## src/rtl/gpio_logic_unit.sv

```systemverilog
// Clocked GPIO logic unit: synchronised header lanes and switches feed a
// mode-selected logic/arithmetic/counter/accumulator stage with registered outputs.
module gpio_logic_unit #(
  parameter int W           = 8,
  parameter int SYNC_STAGES = 2
) (
  input  logic         Clock,
  input  logic         Resetn,
  input  logic [2:0]   mode,
  input  logic         hold,
  input  logic [W-1:0] a_in,
  input  logic [W-1:0] b_in,
  output logic [W-1:0] y_out,
  output logic [W-1:0] pass_out,
  output logic         flag_out
);

  localparam int SW = 2*W + 4;

  logic [SYNC_STAGES-1:0][SW-1:0] sync_r;
  logic [SW-1:0]                  sync_in_s;
  logic [SW-1:0]                  sync_out_s;
  logic [W-1:0]                   a_s;
  logic [W-1:0]                   b_s;
  logic [2:0]                     mode_s;
  logic                           hold_s;
  logic [W-1:0]                   a_d_r;
  logic [W-1:0]                   b_d_r;
  logic [2:0]                     mode_p_r;
  logic [W-1:0]                   y_r;
  logic [W-1:0]                   pass_r;
  logic                           flag_r;
  logic                           rise_a_s;
  logic                           rise_b_s;
  logic                           entry_s;
  logic [W:0]                     add_s;
  logic [W:0]                     sub_s;
  logic [W:0]                     acc_s;
  logic [W-1:0]                   y_next_s;
  logic [W-1:0]                   pass_next_s;
  logic                           flag_next_s;

  assign sync_in_s  = {hold, mode, b_in, a_in};
  assign sync_out_s = sync_r[SYNC_STAGES-1];
  assign a_s        = sync_out_s[W-1:0];
  assign b_s        = sync_out_s[2*W-1:W];
  assign mode_s     = sync_out_s[2*W+2:2*W];
  assign hold_s     = sync_out_s[2*W+3];

  // Shift all asynchronous inputs through a common synchroniser chain.
  always_ff @(posedge Clock or negedge Resetn) begin
    if (!Resetn) begin
      sync_r <= '0;
    end else begin
      sync_r <= {sync_r[SYNC_STAGES-2:0], sync_in_s};
    end
  end

  // Delayed copies for edge detection keep running even while held.
  always_ff @(posedge Clock or negedge Resetn) begin
    if (!Resetn) begin
      a_d_r <= '0;
      b_d_r <= '0;
    end else begin
      a_d_r <= a_s;
      b_d_r <= b_s;
    end
  end

  assign rise_a_s = a_s[0] & ~a_d_r[0];
  assign rise_b_s = b_s[0] & ~b_d_r[0];
  assign entry_s  = (mode_s != mode_p_r) & (mode_s[2:1] == 2'b11);

  // A sum/difference one bit wider than the lane exposes carry and borrow in the MSB.
  assign add_s = {1'b0, a_s} + {1'b0, b_s};
  assign sub_s = {1'b0, a_s} - {1'b0, b_s};
  assign acc_s = {1'b0, y_r} + {1'b0, a_s};

  // Select the values loaded into the output registers this cycle.
  always_comb begin
    y_next_s    = y_r;
    pass_next_s = pass_r;
    flag_next_s = flag_r;
    if (hold_s) begin
      y_next_s    = y_r;
      pass_next_s = pass_r;
      flag_next_s = flag_r;
    end else begin
      case (mode_s)
        3'd0: begin
          y_next_s    = a_s;
          pass_next_s = b_s;
          flag_next_s = 1'b0;
        end
        3'd1: begin
          y_next_s    = a_s | b_s;
          pass_next_s = '0;
          flag_next_s = 1'b0;
        end
        3'd2: begin
          y_next_s    = a_s & b_s;
          pass_next_s = '0;
          flag_next_s = 1'b0;
        end
        3'd3: begin
          y_next_s    = a_s ^ b_s;
          pass_next_s = '0;
          flag_next_s = 1'b0;
        end
        3'd4: begin
          y_next_s    = add_s[W-1:0];
          pass_next_s = '0;
          flag_next_s = add_s[W];
        end
        3'd5: begin
          y_next_s    = sub_s[W-1:0];
          pass_next_s = '0;
          flag_next_s = sub_s[W];
        end
        3'd6: begin
          pass_next_s = '0;
          if (entry_s) begin
            y_next_s    = '0;
            flag_next_s = 1'b0;
          end else if (rise_a_s) begin
            y_next_s    = y_r + W'(1);
            flag_next_s = &y_r;
          end else begin
            y_next_s    = y_r;
            flag_next_s = 1'b0;
          end
        end
        3'd7: begin
          pass_next_s = '0;
          if (entry_s) begin
            y_next_s    = '0;
            flag_next_s = 1'b0;
          end else if (rise_b_s) begin
            y_next_s    = acc_s[W-1:0];
            flag_next_s = acc_s[W];
          end else begin
            y_next_s    = y_r;
            flag_next_s = flag_r;
          end
        end
        default: begin
          y_next_s    = '0;
          pass_next_s = '0;
          flag_next_s = 1'b0;
        end
      endcase
    end
  end

  // Output registers and previous-mode tracking, both frozen by hold.
  always_ff @(posedge Clock or negedge Resetn) begin
    if (!Resetn) begin
      y_r      <= '0;
      pass_r   <= '0;
      flag_r   <= 1'b0;
      mode_p_r <= 3'd0;
    end else begin
      y_r    <= y_next_s;
      pass_r <= pass_next_s;
      flag_r <= flag_next_s;
      if (!hold_s) begin
        mode_p_r <= mode_s;
      end else begin
        mode_p_r <= mode_p_r;
      end
    end
  end

  assign y_out    = y_r;
  assign pass_out = pass_r;
  assign flag_out = flag_r;

endmodule

```

## config.mk

```make
export PLATFORM = sky130hd
export DESIGN_NAME = gpio_logic_unit
export DESIGN_NICKNAME = d
export VERILOG_FILES = /design/src/rtl/gpio_logic_unit.sv
export SDC_FILE = /design/constraint.sdc
export NUM_CORES = 1
export LEC_CHECK = 0
export CORE_ASPECT_RATIO = 0.5
export CORE_MARGIN = 2
export CORE_UTILIZATION = 40
export DETAILED_ROUTE_END_ITERATION = 16
export GPL_TIMING_DRIVEN = 0
export PLACE_DENSITY = 0.68
export SLEW_MARGIN = 20
export SYNTH_ARGS = -nofsm -noshare
export SYNTH_HDL_FRONTEND = slang
export SYNTH_SLANG_ARGS = --single-unit
```

## constraint.sdc

```tcl
create_clock -name Clock -period 2.8 [get_ports Clock]
set_input_delay 0.42 -clock Clock [delete_from_list [all_inputs] [get_ports Clock]]
set_output_delay 0.42 -clock Clock [all_outputs]
set_load 0.01 [all_outputs]
```

---- Yosys cells after proc, flatten, opt, wreduce, memory -nomap -nowiden ----
Cells that the tools add are included.
storage, ports and cells
  input port bits ......................... 22
  output and inout port bits .............. 17
  logic and storage cells ................. 49
  flip-flop bits (word level) ............. 62
cells by class
  reductions and logical operators ........ 6
  $add $sub $neg .......................... 4
  eq/ne operators ......................... 11
  bitwise gates (word level) .............. 9
  muxes and demuxes ....................... 11
operators by type and width
  operator             count
  $pmux 8 s8           1
  $mux 8               4
  $add 8x8->9          2
  $pmux 8 s2           1
  $eq 3x3->1 const B   4
  $sub 8x8->9          1
  $add 8x1->8 const B  1
  $and 8x8->8          1
  $or 8x8->8           1
  $reduce_and 8->1     1
  $xor 8x8->8          1
  $reduce_or 7->1      1
  $eq 3x2->1 const B   2
  $ne 3x3->1 const B   2
  $pmux 1 s5           1
  $mux 1               4
  $reduce_or 4->1      1
  $and 1x1->1          3
  $eq 3x1->1 const B   1
  $logic_not 3->1      1
  $ne 3x3->1           1
  $not 1->1            3
  $reduce_and 3->1     1
  $eq 2x2->1 const B   1
  $reduce_and 2->1     1

---- Longest topological paths before layout ----
Gate-level depths: netlist of the first run.
  word-level depth ........................ 5
  depth in mapped cells ................... 9
  mapped depth without buffers ............ 9

---- Least setup slack after synthesis of the first run ----
No wires, ideal clock.
  path type ............................... register to register
  start ................................... register y_r[0] (netlist: y_out[0])
  end ..................................... register y_r[4] (netlist: y_out[4])
  library setup time ...................... 0.121 ns
  cell stages (with the launch flop) ...... 9
  period minus slack after synthesis ...... 2.232 ns
  path slack .............................. 0.568 ns
  data arrival time ....................... 2.111 ns
  buffers on the path ..................... 0
  cells stage by stage .................... dfrtp_1 > ha_1 > fa_1 > a21o_1 > a21oi_1 > xnor2_1 > a221oi_1 > o21ai_1 > a22o_1
between the ends
  longest elaborated chain between the ends .. 4
  elaborated cells between the ends (all ways) .. 7
ends and longest elaborated chain
  element                                     RTL line  RTL
  start: declaration                          30        logic [W-1:0] y_r;
  start signal: assignment                    163       y_r <= y_next_s;
  $add 8x8->9 or $add 8x1->8 (tied branches)  77, 126
  $mux 8, on equally long branches            138, 125
  $mux 8, on equally long branches            135, 122
  $pmux 8 s8 (*)                              89        case (mode_s)
Every way passes the cells marked *; elsewhere a longest branch is shown, timed or not. The select of a mux whose other input is x is not followed.
A chain may end at the register's enable or synchronous reset.

---- Worst setup path in the final report of the first run ----
Same ends and word-level chain as after synthesis.

==> results of run 1 <==
## cell usage in the layout (no fill, tap or decap), drive strengths merged, types with 5 or more instances in the layout
cell type      Yosys  final
a211oi             5      5
a21oi             24     24
a221oi             6      6
a31oi              5      5
buf                7      9
clkbuf             5     15
clkdlybuf4s50      0     37
dfrtp             62     62
ha                36     36
inv               24     25
mux2i              8      8
nand2             32     32
nand2b             5      5
nand3              5      5
nor2              29     29
nor2b              5      5
nor3               6      6
o21ai             20     20
o21bai             6      6
o31ai             10     10
xnor2             10     10
## sequential cells by signal, indices dropped and copies added, names as in the netlist
signal,count
sync_out_s,20
sync_r,20
pass_out,8
y_out,8
mode_p_r,3
a_d_r,1
b_d_r,1
flag_out,1
## worst min path at each step
stage	start	end	cells after the start
after floorplan	Resetn	a_d_r[0]	0
after global placement	sync_r[15]	sync_out_s[15]	0
after global routing	sync_r[1]	sync_out_s[1]	0
after detailed placement	sync_r[16]	sync_out_s[16]	0
after CTS	sync_r[16]	sync_out_s[16]	0
final	sync_r[1]	sync_out_s[1]	0
## logic make-up (layout without fill, tap and decap cells)
kind of cell / after synthesis / after routing
AO/OA/AOI/OAI: 110 / 110
AND/OR/NAND/NOR: 93 / 93
flip-flops: 62 / 62
adder cells (fa/ha/maj): 39 / 39
buffers and inverters: 36 / 92
XOR/XNOR: 14 / 14
multiplexers: 8 / 8
## timing repair
| action | CTS | global route |
|---|---|---|
| setup endpoints to repair | 0 | 0 |
| hold buffers | 1 | 0 |
| endpoints found under the hold margin | 22 | 0 |
## worst max-delay path, stage by stage (launching register included)
cell and delay [ns]:
dfrtp_1 0.49, ha_1 0.32, fa_1 0.44, a21o_1 0.20, a21oi_1 0.16, xnor2_1 0.10
a221oi_1 0.28, o21ai_1 0.11, a22o_1 0.19
## stage by stage
stage,hold slack [ns],instance area [um2]
floorplan,0.124,3640
CTS,0.347,4520
finish,0.346,4520
global placement,0.332,4160
detailed placement,0.335,4180
global route,0.351,4520
## layout make-up
| type | instances | area (um2) |
|---|---|---|
| buffer | 12 | 56.3 |
| clock buffer | 10 | 239 |
| clock inverter | 6 | 93.8 |
| fill | 812 | 4250 |
| inverter | 24 | 90.1 |
| multi-input combinational | 264 | 1940 |
| sequential | 62 | 1550 |
| tap | 117 | 146 |
| timing repair buffer | 40 | 408 |
## power by group
part | internal [mW] | total, mW | switching [mW] | leakage (nW)
clock network | 0.809 | 1.22 | 0.414 | 0.159
registers | 0.952 | 1.02 | 0.0676 | 0.749
logic | 0.257 | 0.553 | 0.296 | 1.10
## layer usage
metal | routed length, um | vias to the layer above | global-route usage
met1 | 4490 | 1339 | 0.283
met5 | 0 | - | 0
met4 | 89 | 0 | 0.0640
li1 | - | 1396 | -
met2 | 3490 | 86 | 0.264
met3 | 623 | 10 | 0.0548
==> impl_metrics.tcl, run 1 <==
set metrics [dict create \
    timing.final.ws_setup_ns 0.412 \
    relSlewSlack 0.611 \
    clock_path_buffers 2 \
    dp_cells 518 \
    synth_area_um2 3640 \
    cts_tree "done" \
    seq_area_frac_synth 0.427 \
    r2r-end "y_out[4]" \
    synth-seq-cells 62 \
    grt_usage 0.190 \
    vdd_ir_drop_max_uv 388 \
    die_area_um2 9910 \
    numCtsBuffers 9 \
    clock-sinks 62 \
    synth_simple_gate_area_share 0.116 \
    start_util 0.415 \
    synth_edf_count 0 \
    reg2reg_slack_ns 0.41 \
    core_area_um2 8770 \
    cts_setup_buffers 0 \
    crit_path_start "y_out[0]" \
    synthArstFlopShare 1.00 \
    utilization 0.516 \
    clock_latency_ns 0.33 \
    fmax_mhz 419 \
    maxCapViolCount 0 \
    synth.area.mux_share 0.0220 \
    synth_compound_area_frac 0.221 \
    critPathMaxFanout 8 \
    grt_pass1_vias 2820 \
    wl_per_cell_um 16.3 \
    overflow 0 \
    drt_iter0_markers 169 \
    dr.pass1.iters 4 \
    outcome "completed" \
    post_cts_resized 0 \
    critPathCapture "y_out[4]" \
    tns_ns 0 \
    critPathRequiredTime_ns 3.01 \
    fin_skew_ns 0.00801 \
    num_vias 2831 \
    antenna_found_initial 0 \
    gp_congestion 0.884 \
    hold_class "flip-flop to flip-flop" \
    yosysMostFrequentCell "dfrtp_1" \
    rsz0062_at_grt "no" \
    report.final.slew_viol_count 0 \
    pre_cts_ws_ns 0.420 \
    cts_root_buffer "clkbuf_16" \
    grt_start_max_net_pins 41 \
    synthAdderAreaFrac 0.140 \
    postSynthAreaPerCell_um2 10.0 \
    r2r_cells 8 \
    r2r_start "y_out[0]" \
    p_leak_nw 2.01 \
    die_h_um 71.4 \
    synth_cells 362 \
    finalNetCount 474 \
    ant_nets 0 \
    ys_top_cells_by_area "dfrtp_1 (43%), ha_1 (12%), a21oi_1 (3.3%)" \
    htreeDepth 3 \
    synth_flop_cell "dfrtp_1" \
    dpl.hpwl_um 6510 \
    finalCritPeriodShare 0.853 \
    grt_first_pass_wirelength_um 14600 \
    fin_crit_ns 2.39 \
    synth_xor_area_frac 0.0337 \
    fp.dieW_um 139 \
    synth_top_area_share 0.427 \
    path_class "flip-flop to flip-flop" \
    io_buffers 38 \
    tightest_slew_ns 0.584 \
    cp-end-kind "flip-flop" \
    synth_warnings 0 \
    wl_um 8700 \
    syn2layout_area_growth_pct 24.4 \
    finalHoldViolations 0 \
    power_mw 2.80 \
    clkTransAtPathRegs_ns 0.05 \
    rows 24 \
    setup_viol 0 \
    critPathLaunchType "flip-flop" \
    num_antenna_cells 0 \
    drc 0 \
    syn_nets 423 \
    drive_above_1_share 0.0813 \
    synth_top_area_cell "dfrtp_1" \
    pin_count 39 \
    synth_commonest_cells "dfrtp_1 (62), ha_1 (36), nand2_1 (32)" \
    synth_cell_types 57 \
    cp.arrival_ns 2.60 \
    viasPerCell 5.29 \
    synth_top_family_by_area "compound AO/OA/AOI/OAI gates" \
    cellPowerDensity_nw_per_um2 618 \
    final_cells 535 \
]
(Power assumes the default switching activity.)
==> run 2: changes to the inputs <==
Settings changed: CORE_MARGIN 2 to unset, GPL_ROUTABILITY_DRIVEN set to 0.
==> impl_metrics.tcl, run 2 (synthesis results as in run 1) <==
set metrics [dict create \
    clock_path_buffers 2 \
    dr.pass1.iters 12 \
    io_buffers 38 \
    tns_ns 0 \
    grt_first_pass_wirelength_um 14200 \
    stdcell_area_um2 4520 \
    hold_class "flip-flop to flip-flop" \
    grt_usage 0.201 \
    min_delay_worst_endpoint "sync_out_s[14]" \
    pin_count 39 \
    viasPerCell 5.44 \
    crit_buf_inv 0 \
    post_cts_resized 0 \
    num_antenna_cells 0 \
    relSlewSlack 0.619 \
    critPathRequiredTime_ns 3.02 \
    r2r_start "y_out[0]" \
    drive_above_1_share 0.0813 \
    clkPwrFrac 0.436 \
    dpl.hpwl_um 6540 \
    maxCapViolCount 0 \
    report.final.slew_viol_count 0 \
    cts_root_buffer "clkbuf_16" \
    cellPowerDensity_nw_per_um2 617 \
    cp.arrival_ns 2.61 \
    path_class "flip-flop to flip-flop" \
    cts_setup_buffers 0 \
    setup_viol 0 \
    slowest_stage "dfrtp_1" \
    cp-end-kind "flip-flop" \
    clock-sinks 62 \
    min_from "sync_r[14]" \
    clock_latency_ns 0.33 \
    antenna_found_initial 0 \
    nFillCells 790 \
    timing.final.ws_setup_ns 0.413 \
    p_sw_frac 0.278 \
    p_sw_mw 0.775 \
    fmax_mhz 419 \
    die_h_um 69.4 \
    slowest_delay_ns 0.49 \
    mostFrequentLayoutCell "dfrtp_1" \
    wl_um 8740 \
    overflow 0 \
    r2r_cells 8 \
    outcome "finished with violations" \
    intPower_mw 2.02 \
    power_mw 2.79 \
    num_vias 2911 \
    clkTransAtPathRegs_ns 0.05 \
    grt_pass1_vias 2785 \
    vdd_ir_drop_max_uv 318 \
    die_area_um2 9500 \
    path_cells "ha_1 -> fa_1 -> a21o_1 -> a21oi_1 -> xnor2_1 -> a221oi_1 -> o21ai_1 -> a22o_1" \
    tightest_slew_ns 0.572 \
    placed_cell_area_um2 4180 \
    fin_skew_ns 0.00577 \
    reg2reg_slack_ns 0.41 \
    hold_depth 0 \
    violations "design-rule violations" \
    syn2layout_area_growth_pct 24.4 \
    finalHoldViolations 0 \
    seqPwrFrac 0.365 \
    critPathLaunchType "flip-flop" \
    rsz0062_at_grt "no" \
    crit_family "compound AO/OA/AOI/OAI gates" \
    cts_tree "done" \
    pwr-share-comb 0.199 \
    htreeDepth 3 \
    drt_iter0_markers 237 \
    critPathMaxFanout 8 \
    finalCritPeriodShare 0.852 \
    rows 24 \
    p_leak_nw 2.01 \
    grt_start_max_net_pins 41 \
    fin_crit_ns 2.39 \
    r2r-end "y_out[4]" \
    pre_cts_ws_ns 0.406 \
    layout_common_cells "dfrtp_1 (62), clkdlybuf4s50_1 (37), ha_1 (36), nand2_1 (32), nor2_1 (29)" \
    finalNetCount 474 \
    ant_nets 0 \
    wl_per_cell_um 16.3 \
    start_util 0.415 \
    numCtsBuffers 9 \
    drc 1 \
    core_area_um2 8770 \
    fp.dieW_um 137 \
]
run 2: area by class of cell:
cell class                      count  area [um2]  share of cell area
Multi-Input combinational cell    264        1940               0.428
Sequential cell                    62        1550               0.343
Timing Repair Buffer               40         408              0.0902
Clock buffer                       10         239              0.0528
Tap cell                          117         146              0.0324
Clock inverter                      6        93.8              0.0207
Inverter                           24        90.1              0.0199
Buffer                             12        56.3              0.0124
run 2: what timing repair did:
action                                 CTS  global route
hold buffers                             1             0
endpoints found under the hold margin   22             0
setup endpoints to repair                0             0
run 2: per-layer routing:
layer	part of all wire	global-route usage	vias to the layer above
met1	0.49	0.294	1395
li1	-	-	1396
met5	0	0	-
met3	0.084	0.0563	11
met2	0.41	0.278	109
met4	0.015	0.0769	0
run 2: per-stage QoR:
step	utilization	hold WS, ns	std cells
final	0.516	0.345	535
after global routing	0.516	0.349	535
after CTS	0.516	0.346	535
after detailed placement	0.477	0.334	518
after global placement	0.475	0.333	517
after floorplan	-	0.124	362
run 2: power by group through the flow:
stage | registers [mW] | logic [mW] | clock network [mW]
global placement | 1.03 | 0.530 | 0
detailed placement | 1.03 | 0.543 | 0
global route | 1.03 | 0.610 | 1.29
CTS | 1.02 | 0.550 | 1.25
finish | 1.02 | 0.555 | 1.22
floorplan | 1.02 | 0.358 | 0
run 2: worst max path at each step:
stage | from | to | slack [ns] | cells after the start
floorplan | y_out[0] | y_out[4] | 0.57 | 8
global placement | Resetn | sync_r[2] | -0.56 | 1
detailed placement | y_out[0] | y_out[4] | 0.41 | 8
CTS | y_out[0] | y_out[4] | 0.40 | 8
global route | y_out[0] | y_out[4] | 0.23 | 8
finish | y_out[0] | y_out[4] | 0.41 | 8
